### src/rtl/elevator_pkg.sv
// Shared elevator definitions: direction encoding common with elevator_fsm and
// default floor geometry.
package elevator_pkg;

    localparam logic [1:0] DIR_UP   = 2'b00;
    localparam logic [1:0] DIR_DOWN = 2'b01;
    localparam logic [1:0] DIR_IDLE = 2'b11;

    localparam int unsigned DEF_FLOOR_W    = 4;
    localparam int unsigned DEF_NUM_FLOORS = 16;

    typedef enum logic [1:0] {
        S_UP   = DIR_UP,
        S_DOWN = DIR_DOWN,
        S_IDLE = DIR_IDLE
    } sched_state_t;

endpackage

### src/rtl/elevator_floor_seek.sv
// Combinational search of the pending bitmap: nearest pending floor at or above
// and at or below the current cab floor.
module elevator_floor_seek
    import elevator_pkg::*;
#(
    parameter int unsigned NUM_FLOORS = DEF_NUM_FLOORS,
    parameter int unsigned FLOOR_W    = DEF_FLOOR_W
) (
    input  logic [NUM_FLOORS-1:0] pending,
    input  logic [FLOOR_W-1:0]    cur_floor,
    output logic                  up_hit,
    output logic [FLOOR_W-1:0]    up_floor,
    output logic                  dn_hit,
    output logic [FLOOR_W-1:0]    dn_floor
);

    // Scan downward so the last match is the lowest floor >= cur_floor, and
    // upward so the last match is the highest floor <= cur_floor.
    always_comb begin
        up_hit   = 1'b0;
        up_floor = '0;
        dn_hit   = 1'b0;
        dn_floor = '0;
        for (int i = int'(NUM_FLOORS) - 1; i >= 0; i--) begin
            if (pending[i] && (FLOOR_W'(i) >= cur_floor)) begin
                up_hit   = 1'b1;
                up_floor = FLOOR_W'(i);
            end
        end
        for (int i = 0; i < int'(NUM_FLOORS); i++) begin
            if (pending[i] && (FLOOR_W'(i) <= cur_floor)) begin
                dn_hit   = 1'b1;
                dn_floor = FLOOR_W'(i);
            end
        end
    end

endmodule

### src/rtl/elevator_call_scheduler.sv
// SCAN-order call scheduler in front of elevator_fsm: pending-call bitmap,
// sweep direction FSM and registered empty/dout/rd dispatch port.
// Optional served/drop statistics counters are enabled by SCHED_STATS_EN.
module elevator_call_scheduler
    import elevator_pkg::*;
#(
    parameter int unsigned NUM_FLOORS = DEF_NUM_FLOORS,
    parameter int unsigned FLOOR_W    = DEF_FLOOR_W
) (
    input  logic               clk,
    input  logic               rst,
    input  logic               call_valid,
    input  logic [FLOOR_W-1:0] call_floor,
    input  logic [FLOOR_W-1:0] cur_floor,
    output logic               req_empty,
    output logic [FLOOR_W-1:0] req_dout,
    input  logic               req_rd,
    output logic               call_drop
`ifdef SCHED_STATS_EN
    ,
    output logic [15:0]        served_cnt,
    output logic [7:0]         drop_cnt
`endif
);

    logic [NUM_FLOORS-1:0] pending;
    logic [NUM_FLOORS-1:0] pending_nxt;
    sched_state_t          state;
    sched_state_t          state_nxt;
    logic [FLOOR_W-1:0]    cur_clamp;
    logic                  up_hit;
    logic                  dn_hit;
    logic [FLOOR_W-1:0]    up_floor;
    logic [FLOOR_W-1:0]    dn_floor;
    logic [FLOOR_W-1:0]    up_dist;
    logic [FLOOR_W-1:0]    dn_dist;
    logic                  call_in_range;
    logic                  call_ok;
    logic                  pop;
    logic                  tgt_hit;
    logic [FLOOR_W-1:0]    tgt_floor;

    // Range checks run at 32 bits so NUM_FLOORS == 2**FLOOR_W does not truncate.
    assign call_in_range = (32'(call_floor) < NUM_FLOORS);
    assign call_ok       = call_valid && call_in_range;
    assign cur_clamp     = (32'(cur_floor) < NUM_FLOORS) ? cur_floor : FLOOR_W'(NUM_FLOORS - 1);
    assign pop           = req_rd && !req_empty;
    assign up_dist       = up_floor - cur_clamp;
    assign dn_dist       = cur_clamp - dn_floor;

    elevator_floor_seek #(
        .NUM_FLOORS (NUM_FLOORS),
        .FLOOR_W    (FLOOR_W)
    ) u_seek (
        .pending   (pending),
        .cur_floor (cur_clamp),
        .up_hit    (up_hit),
        .up_floor  (up_floor),
        .dn_hit    (dn_hit),
        .dn_floor  (dn_floor)
    );

    // Pop clears first so a same-floor call in the same cycle keeps the bit set.
    always_comb begin
        pending_nxt = pending;
        for (int i = 0; i < int'(NUM_FLOORS); i++) begin
            if (pop && (req_dout == FLOOR_W'(i))) begin
                pending_nxt[i] = 1'b0;
            end
            if (call_ok && (call_floor == FLOOR_W'(i))) begin
                pending_nxt[i] = 1'b1;
            end
        end
    end

    always_ff @(posedge clk) begin
        if (rst) begin
            pending <= '0;
        end else begin
            pending <= pending_nxt;
        end
    end

    always_ff @(posedge clk) begin
        if (rst) begin
            state <= S_IDLE;
        end else begin
            state <= state_nxt;
        end
    end

    always_comb begin
        state_nxt = state;
        case (state)
            S_IDLE: begin
                if (pending != '0) begin
                    state_nxt = (up_hit && (!dn_hit || (up_dist <= dn_dist))) ? S_UP : S_DOWN;
                end
            end
            S_UP: begin
                if (!up_hit) begin
                    state_nxt = (pending != '0) ? S_DOWN : S_IDLE;
                end
            end
            S_DOWN: begin
                if (!dn_hit) begin
                    state_nxt = (pending != '0) ? S_UP : S_IDLE;
                end
            end
            default: state_nxt = S_IDLE;
        endcase
    end

    // Target follows the next direction so a reversal selects in the new sweep.
    always_comb begin
        tgt_hit   = 1'b0;
        tgt_floor = req_dout;
        case (state_nxt)
            S_UP: begin
                tgt_hit   = up_hit;
                tgt_floor = up_floor;
            end
            S_DOWN: begin
                tgt_hit   = dn_hit;
                tgt_floor = dn_floor;
            end
            default: begin
                tgt_hit   = 1'b0;
                tgt_floor = req_dout;
            end
        endcase
    end

    // The popped floor is still in this cycle's bitmap, so blank the port once.
    always_ff @(posedge clk) begin
        if (rst) begin
            req_empty <= 1'b1;
            req_dout  <= '0;
            call_drop <= 1'b0;
        end else begin
            call_drop <= call_valid && !call_in_range;
            req_empty <= pop || !tgt_hit;
            if (tgt_hit && !pop) begin
                req_dout <= tgt_floor;
            end
        end
    end

`ifdef SCHED_STATS_EN
    always_ff @(posedge clk) begin
        if (rst) begin
            served_cnt <= '0;
            drop_cnt   <= '0;
        end else begin
            if (pop && (served_cnt != 16'hFFFF)) begin
                served_cnt <= served_cnt + 16'd1;
            end
            if (call_drop && (drop_cnt != 8'hFF)) begin
                drop_cnt <= drop_cnt + 8'd1;
            end
        end
    end
`endif

endmodule
### config.mk
export PLATFORM = sky130hd
export DESIGN_NAME = elevator_call_scheduler
export DESIGN_NICKNAME = d
export VERILOG_FILES = /design/src/rtl/elevator_pkg.sv /design/src/rtl/elevator_floor_seek.sv /design/src/rtl/elevator_call_scheduler.sv
export SDC_FILE = /design/constraint.sdc
export NUM_CORES = 1
export LEC_CHECK = 0
export ABC_CLOCK_PERIOD_IN_PS = 3650
export CAP_MARGIN = 15
export CORE_MARGIN = 10
export CORE_UTILIZATION = 53
export DETAILED_ROUTE_END_ITERATION = 10
export PLACE_DENSITY = 0.83
export SYNTH_ARGS = -nofsm -noshare
export SYNTH_HDL_FRONTEND = slang
export SYNTH_SLANG_ARGS = --single-unit
### constraint.sdc
create_clock -name clk -period 3.65 [get_ports clk]
set_clock_uncertainty 0.1 [all_clocks]
set_input_delay 0.365 -clock clk [delete_from_list [all_inputs] [get_ports clk]]
set_output_delay 0.365 -clock clk [all_outputs]
set_load 0.005 [all_outputs]
## Word-level counts from Yosys, hierarchy flattened

Index checks and enable logic that the tools add are counted.

- Flip-flop bits (word level): 23
- Input port bits: 12
- Output and inout port bits: 6
- Word-level logic and storage cells: 287

- Add/sub/neg operators: 2
- $lt $le $gt $ge: 33
- Equality and inequality tests: 33
- Mux-type cells: 104
- Reductions and logical operators: 96

Operator list:

| operator | number |
|---|---|
| 4-bit two-way mux | 24 |
| 1-bit logical AND | 67 |
| 1-bit two-way mux | 66 |
| 4-bit == test (second input constant) | 16 |
| 2-bit nonzero test | 17 |
| 4-bit by 3-bit == test with 1-bit output (second input constant) | 8 |
| 4-bit >= comparator (first input constant) | 8 |
| 4-bit <= comparator (first input constant) | 8 |
| 4-bit by 2-bit == test with 1-bit output (second input constant) | 4 |
| 3-bit by 4-bit >= comparator with 1-bit output (first input constant) | 4 |
| 3-bit by 4-bit <= comparator with 1-bit output (first input constant) | 4 |
| 16-bit nonzero test | 1 |
| 2-bit two-way mux | 7 |
| 3-bit two-way mux | 4 |
| 4-bit by 1-bit == test with 1-bit output (second input constant) | 2 |
| 1-bit by 4-bit >= comparator with 1-bit output (first input constant) | 2 |
| 2-bit by 4-bit >= comparator with 1-bit output (first input constant) | 2 |
| 1-bit by 4-bit <= comparator with 1-bit output (first input constant) | 2 |
| 2-bit by 4-bit <= comparator with 1-bit output (first input constant) | 2 |
| 4-bit zero test | 2 |
| 4-bit one-hot mux with 2 select lines | 1 |
| 4-bit subtractor | 2 |
| 2-bit one-hot mux with 3 select lines | 1 |
| 2-bit by 1-bit == test with 1-bit output (second input constant) | 2 |
| 7 further kinds | 12 |

## Depth between registers and ports, before layout

- Depth in word-level cells: 29
- Depth in mapped cells: 21
- Gate-level depth less buffers: 19

## Modules after synthesis

From an unflattened synthesis, not the netlist that was laid out.

- Cells, all modules: 314
- Area total of the unflattened synthesis: 2190.9 µm²

Modules (own cells, without submodules):

| module | times used | cells an instance | area each (µm²) | seq. area each (µm²) |
|---|---|---|---|---|
| elevator_call_scheduler | 1 | 171 | 1388.8 | 460.4 |
| elevator_floor_seek | 1 | 143 | 802.0 | 0.0 |

## Least setup slack after synthesis

No wires, ideal clock.

- Path type: input to register
- Start point: input port cur_floor[3]
- End point: register req_dout[1]
- Library setup time: 0.143 ns
- Arrival: 3.536 ns
- Data required time: 3.407 ns
- Slack: -0.128 ns
- Cell stages on the path: 20
- Buffers on the path: 2
- Path through: buf_6 -> buf_6 -> nor2_2 -> o21ai_1 -> o21ai_0 -> o21ai_0 -> a211o_1 -> inv_1 -> ha_1 -> a21o_1 -> a21oi_1 -> xnor2_1 -> xnor2_1 -> ha_1 -> a21oi_1 -> o21ai_0 -> a21o_1 -> a211o_1 -> a211oi_1 -> a311oi_1

- Longest elaborated chain between the ends: 29

RTL lines:

| element | line | text |
|---|---|---|
| start: declaration | elevator_call_scheduler.sv:14 | `input logic [FLOOR_W-1:0] cur_floor,` |
| 4-bit >= comparator | elevator_floor_seek.sv:25 | `if (pending[i] && (FLOOR_W'(i) >= cur_floor)) begin` |
| 1-bit logical AND | elevator_floor_seek.sv:25 |  |
| 4-bit two-way mux (16 in a row) | elevator_floor_seek.sv:25 |  |
| 4-bit subtractor | elevator_call_scheduler.sv:48 | `assign up_dist = up_floor - cur_clamp;` |
| 4-bit <= comparator | elevator_call_scheduler.sv:97 | `state_nxt = (up_hit && (!dn_hit \|\| (up_dist <= dn_dist))) ? S_UP : S_DOWN;` |
| 1-bit logical OR | elevator_call_scheduler.sv:97 |  |
| 1-bit logical AND | elevator_call_scheduler.sv:97 |  |
| 1-bit two-way mux | elevator_call_scheduler.sv:97 |  |
| 2-bit two-way mux | elevator_call_scheduler.sv:96 | `if (pending != '0) begin` |
| 2-bit one-hot mux with 3 select lines | elevator_call_scheduler.sv:94 | `case (state)` |
| 2-bit by 1-bit == test with 1-bit output or 2-bit zero test (tied branches) | elevator_call_scheduler.sv:118 | `case (state_nxt)` |
| 1-bit one-hot mux with 2 select lines | elevator_call_scheduler.sv:118 |  |
| 1-bit logical AND | elevator_call_scheduler.sv:143 | `if (tgt_hit && !pop) begin` |
| 2-bit AND reduction (no source line) | n/a |  |
| end signal: assignment | elevator_call_scheduler.sv:144 | `req_dout <= tgt_floor;` |
| end: declaration | elevator_call_scheduler.sv:16 | `output logic [FLOOR_W-1:0] req_dout,` |

Several ways; a longest one is shown, not always the timed one.
A chain may end at the register's enable or synchronous reset.

## Worst setup path after layout

- Start point: register pending[9]
- End point: register req_dout[3]

- Longest elaborated chain between the ends: 22

RTL lines:

| element | line | text |
|---|---|---|
| start: declaration | elevator_call_scheduler.sv:26 | `logic [NUM_FLOORS-1:0] pending;` |
| start signal: assignment | elevator_call_scheduler.sv:80 | `pending <= pending_nxt;` |
| 1-bit logical AND | elevator_floor_seek.sv:25 |  |
| 4-bit two-way mux (10 in a row) | elevator_floor_seek.sv:25 |  |
| 4-bit subtractor | elevator_call_scheduler.sv:48 |  |
| 4-bit <= comparator | elevator_call_scheduler.sv:97 |  |
| 1-bit logical OR | elevator_call_scheduler.sv:97 |  |
| 1-bit logical AND | elevator_call_scheduler.sv:97 |  |
| 1-bit two-way mux | elevator_call_scheduler.sv:97 |  |
| 2-bit two-way mux | elevator_call_scheduler.sv:96 |  |
| 2-bit one-hot mux with 3 select lines | elevator_call_scheduler.sv:94 |  |
| 2-bit by 1-bit == test with 1-bit output or 2-bit zero test (tied branches) | elevator_call_scheduler.sv:118 |  |
| 1-bit one-hot mux with 2 select lines | elevator_call_scheduler.sv:118 |  |
| 1-bit logical AND | elevator_call_scheduler.sv:143 |  |
| 2-bit AND reduction (no source line) | n/a |  |

Several ways; a longest one is shown, not always the timed one.

==> impl_metrics.json <==
{
  "final_net_count": 414,
  "port_buffers": 16,
  "syn_area_per_cell_um2": 7.49,
  "viasPerCell": 7.02,
  "rows": 23,
  "report.final.slew_viol_count": 0,
  "p_leak_nw": 1.47,
  "die_x_um": 83.7,
  "cts_tree": "built",
  "ys_seq_area_share_pct": 21.4,
  "cap_violations": 0,
  "yosysTopAreaCell": "dfxtp_1",
  "nFillCells": 182,
  "clk_pin_slew_ns": 0.07,
  "drc": 0,
  "ys_warn_count": 0,
  "dieArea_mm2": 0.00701,
  "grt_max_degree": 18,
  "layout-drive-gt1-share_pct": 44.0,
  "overflow": 0,
  "ios": 18,
  "ctsRootBufferMaster": "clkbuf_8",
  "dp.final_hpwl_mm": 5.60,
  "first_pass_iters": 5,
  "cts_hold_buf": 0,
  "num_vias": 3081,
  "worst-path-max-fanout": 4,
  "syn_area_mm2": 0.00215,
  "clock-sinks": 23,
  "timing.max_slew.rel_slack_pct": 56.4,
  "hold_viol": 0,
  "critPathCaptureType": "register",
  "stdcell_count": 439,
  "antenna_cells": 0,
  "synth_cell_types": 64,
  "min_period_ns": 3.90,
  "track_usage_pct": 22.8,
  "wl_per_cell_um": 24.5,
  "rsz0062_at_grt": "yes",
  "coreArea_mm2": 0.00397,
  "netlist_top_cells_area": "dfxtp_1 21%, o21ai_0 7.2%, nand2_1 6.6%",
  "fmax_mhz": 257,
  "ys_seq_elements": 23,
  "synth.top_cell.area_share_pct": 21.4,
  "p_per_area_mw_per_mm2": 267,
  "area_delta_synth_final_pct": 64.0,
  "drtIter0Drc": 578,
  "antenna_found_initial": 0,
  "syn-num-nets": 311,
  "synth_flop_cell": "dfxtp_1",
  "vdd_ir_drop_max_mv": 0.333,
  "hold_class": "register to register",
  "wl_mm": 10.8,
  "p_total_mw": 0.941,
  "synth-edff-count": 0,
  "clock_latency_ns": 0.26,
  "gp_congestion": 0.956,
  "fin_crit_sh_pct": 107,
  "async_flop_share_pct": 0,
  "syn_inst": 287,
  "dp.cells": 407,
  "start_util_pct": 54.2,
  "grt_pass1_vias": 2894,
  "max_slew.worst_pin.slew_ns": 0.652,
  "setup_ws_ns": -0.247,
  "die_h_um": 83.7,
  "critPathKind": "register to register",
  "arrival_ns": 3.96,
  "numCtsBuffers": 3,
  "htreeDepth": 1,
  "antenna_left": 0,
  "clockBufferDepth": 2,
  "grt_pass1_wl_mm": 13.6,
  "status": "finished, violations left",
  "violations": "setup timing",
  "setup_viol": 5,
  "critPathRequiredTime_ns": 3.71,
  "cp-start-kind": "register"
}
final cells by class:
class                      instances  area, um2  area share [%]
inverter                          15       62.6            1.77
timing repair buffer             109       1020            29.0
sequential                        23        470            13.3
multi-input combinational        238       1860            52.8
tap                               50       62.6            1.77
clock buffer                       4       45.0            1.28
layout by cell type, fill, tap and decap left out, drive strengths merged, types with 6 or more instances in the layout:
| master | instances |
|---|---|
| a21oi | 28 |
| buf | 95 |
| clkdlybuf4s50 | 12 |
| dfxtp | 23 |
| ha | 10 |
| inv | 14 |
| nand2 | 39 |
| nand2b | 7 |
| nand3 | 8 |
| nor2 | 19 |
| nor2b | 7 |
| nor4 | 6 |
| o21ai | 38 |
cells in the mapped netlist, drive strengths merged (2+ instances only):
| library cell | instances |
|---|---|
| mux2i | 2 |
| inv | 15 |
| a311oi | 3 |
| nor2 | 19 |
| or2 | 4 |
| nand4 | 5 |
| dfxtp | 23 |
| o21ai | 38 |
| a21o | 5 |
| xor2 | 2 |
| nand2b | 7 |
| fa | 2 |
| nor3 | 3 |
| ha | 10 |
| nand2 | 39 |
| nor4 | 6 |
| a211oi | 3 |
| nand3 | 8 |
| xnor2 | 4 |
| buf | 10 |
| o221ai | 2 |
| nor2b | 7 |
| o21a | 3 |
| a32oi | 2 |
| o22ai | 3 |
| a31oi | 3 |
| a21oi | 28 |
| a211o | 2 |
| o311ai | 3 |
| a21boi | 4 |
routing by layer:
layer | GRT usage [%] | vias up | wire, um
met5 | 0 | - | 0
met4 | 12.6 | 0 | 801
met3 | 3.32 | 101 | 1210
met2 | 39.4 | 308 | 4950
met1 | 26.0 | 1408 | 3800
li1 | - | 1264 | -
worst max-delay path, stage by stage (launching register included):
cell,delay [ns]
dfxtp_4,0.38
maj3_2,0.20
o221ai_2,0.11
a222oi_1,0.41
nor2_1,0.10
o22ai_2,0.17
ha_2,0.23
inv_2,0.04
a21o_1,0.16
a21oi_2,0.20
xnor2_2,0.15
xnor2_2,0.17
ha_4,0.25
a21oi_2,0.13
o21ai_1,0.07
a21o_1,0.20
a211oi_4,0.34
nor3_2,0.08
a311oi_1,0.29
report_power, final:
| group | switching (mW) | leakage [nW] | internal [mW] |
|---|---|---|---|
| Sequential | 0.0259 | 0.190 | 0.267 |
| Combinational | 0.261 | 1.26 | 0.233 |
| Clock | 0.0761 | 0.0228 | 0.0779 |
kinds of logic after synthesis:
logic type / share of synthesized area [%]
DFF: 21.4
AOI/OAI and AO/OA: 34.2
other: 0.174
adders and majority gates: 8.14
muxes: 0.931
buffers and inverters: 6.98
xor gates and xnor gates: 2.44
and+or+nand+nor: 25.7
final timing paths:
path	slack, ns	cells after the start	start	to
setup / recovery	-0.25	18	pending[9]$_SDFFE_PP0P_	req_dout[3]$_SDFFE_PP0P_
hold / removal	0.48	2	pending[8]$_SDFFE_PP0P_	pending[8]$_SDFFE_PP0P_
setup reg to reg	-0.25	18	pending[9]$_SDFFE_PP0P_	req_dout[3]$_SDFFE_PP0P_
hold reg to reg	0.48	2	pending[8]$_SDFFE_PP0P_	pending[8]$_SDFFE_PP0P_
through the flow:
stage | setup TNS (ns) | hold slack [ns] | cell area [um2] | util (%) | setup WS (ns)
CTS | 0 | 0.455 | 3190 | 80.4 | 0.00374
global route | -1.42 | 0.480 | 3530 | 88.8 | -0.336
floorplan | 0 | 0.387 | 2190 | - | 0.00151
detailed placement | -4.17 | 0.445 | 2850 | 71.9 | -0.900
finish | -0.975 | 0.483 | 3530 | 88.8 | -0.247
global placement | -3.73 | 0.436 | 2850 | 71.9 | -0.832
timing repair:
item / in CTS / in global routing
buffers inserted: 13 / 11
pin swaps: 26 / 41
endpoints found under the hold margin: 0 / 0
setup endpoints to repair: 5 / 5
resized for setup: 53 / 53
cloned: 3 / 1
sequential cells by signal (all words and copies together), names as in the netlist:
| signal | cells |
|---|---|
| req_empty | 1 |
| pending | 16 |
| req_dout | 4 |
| state | 2 |
Note: power is estimated with default switching activity, not from simulation.
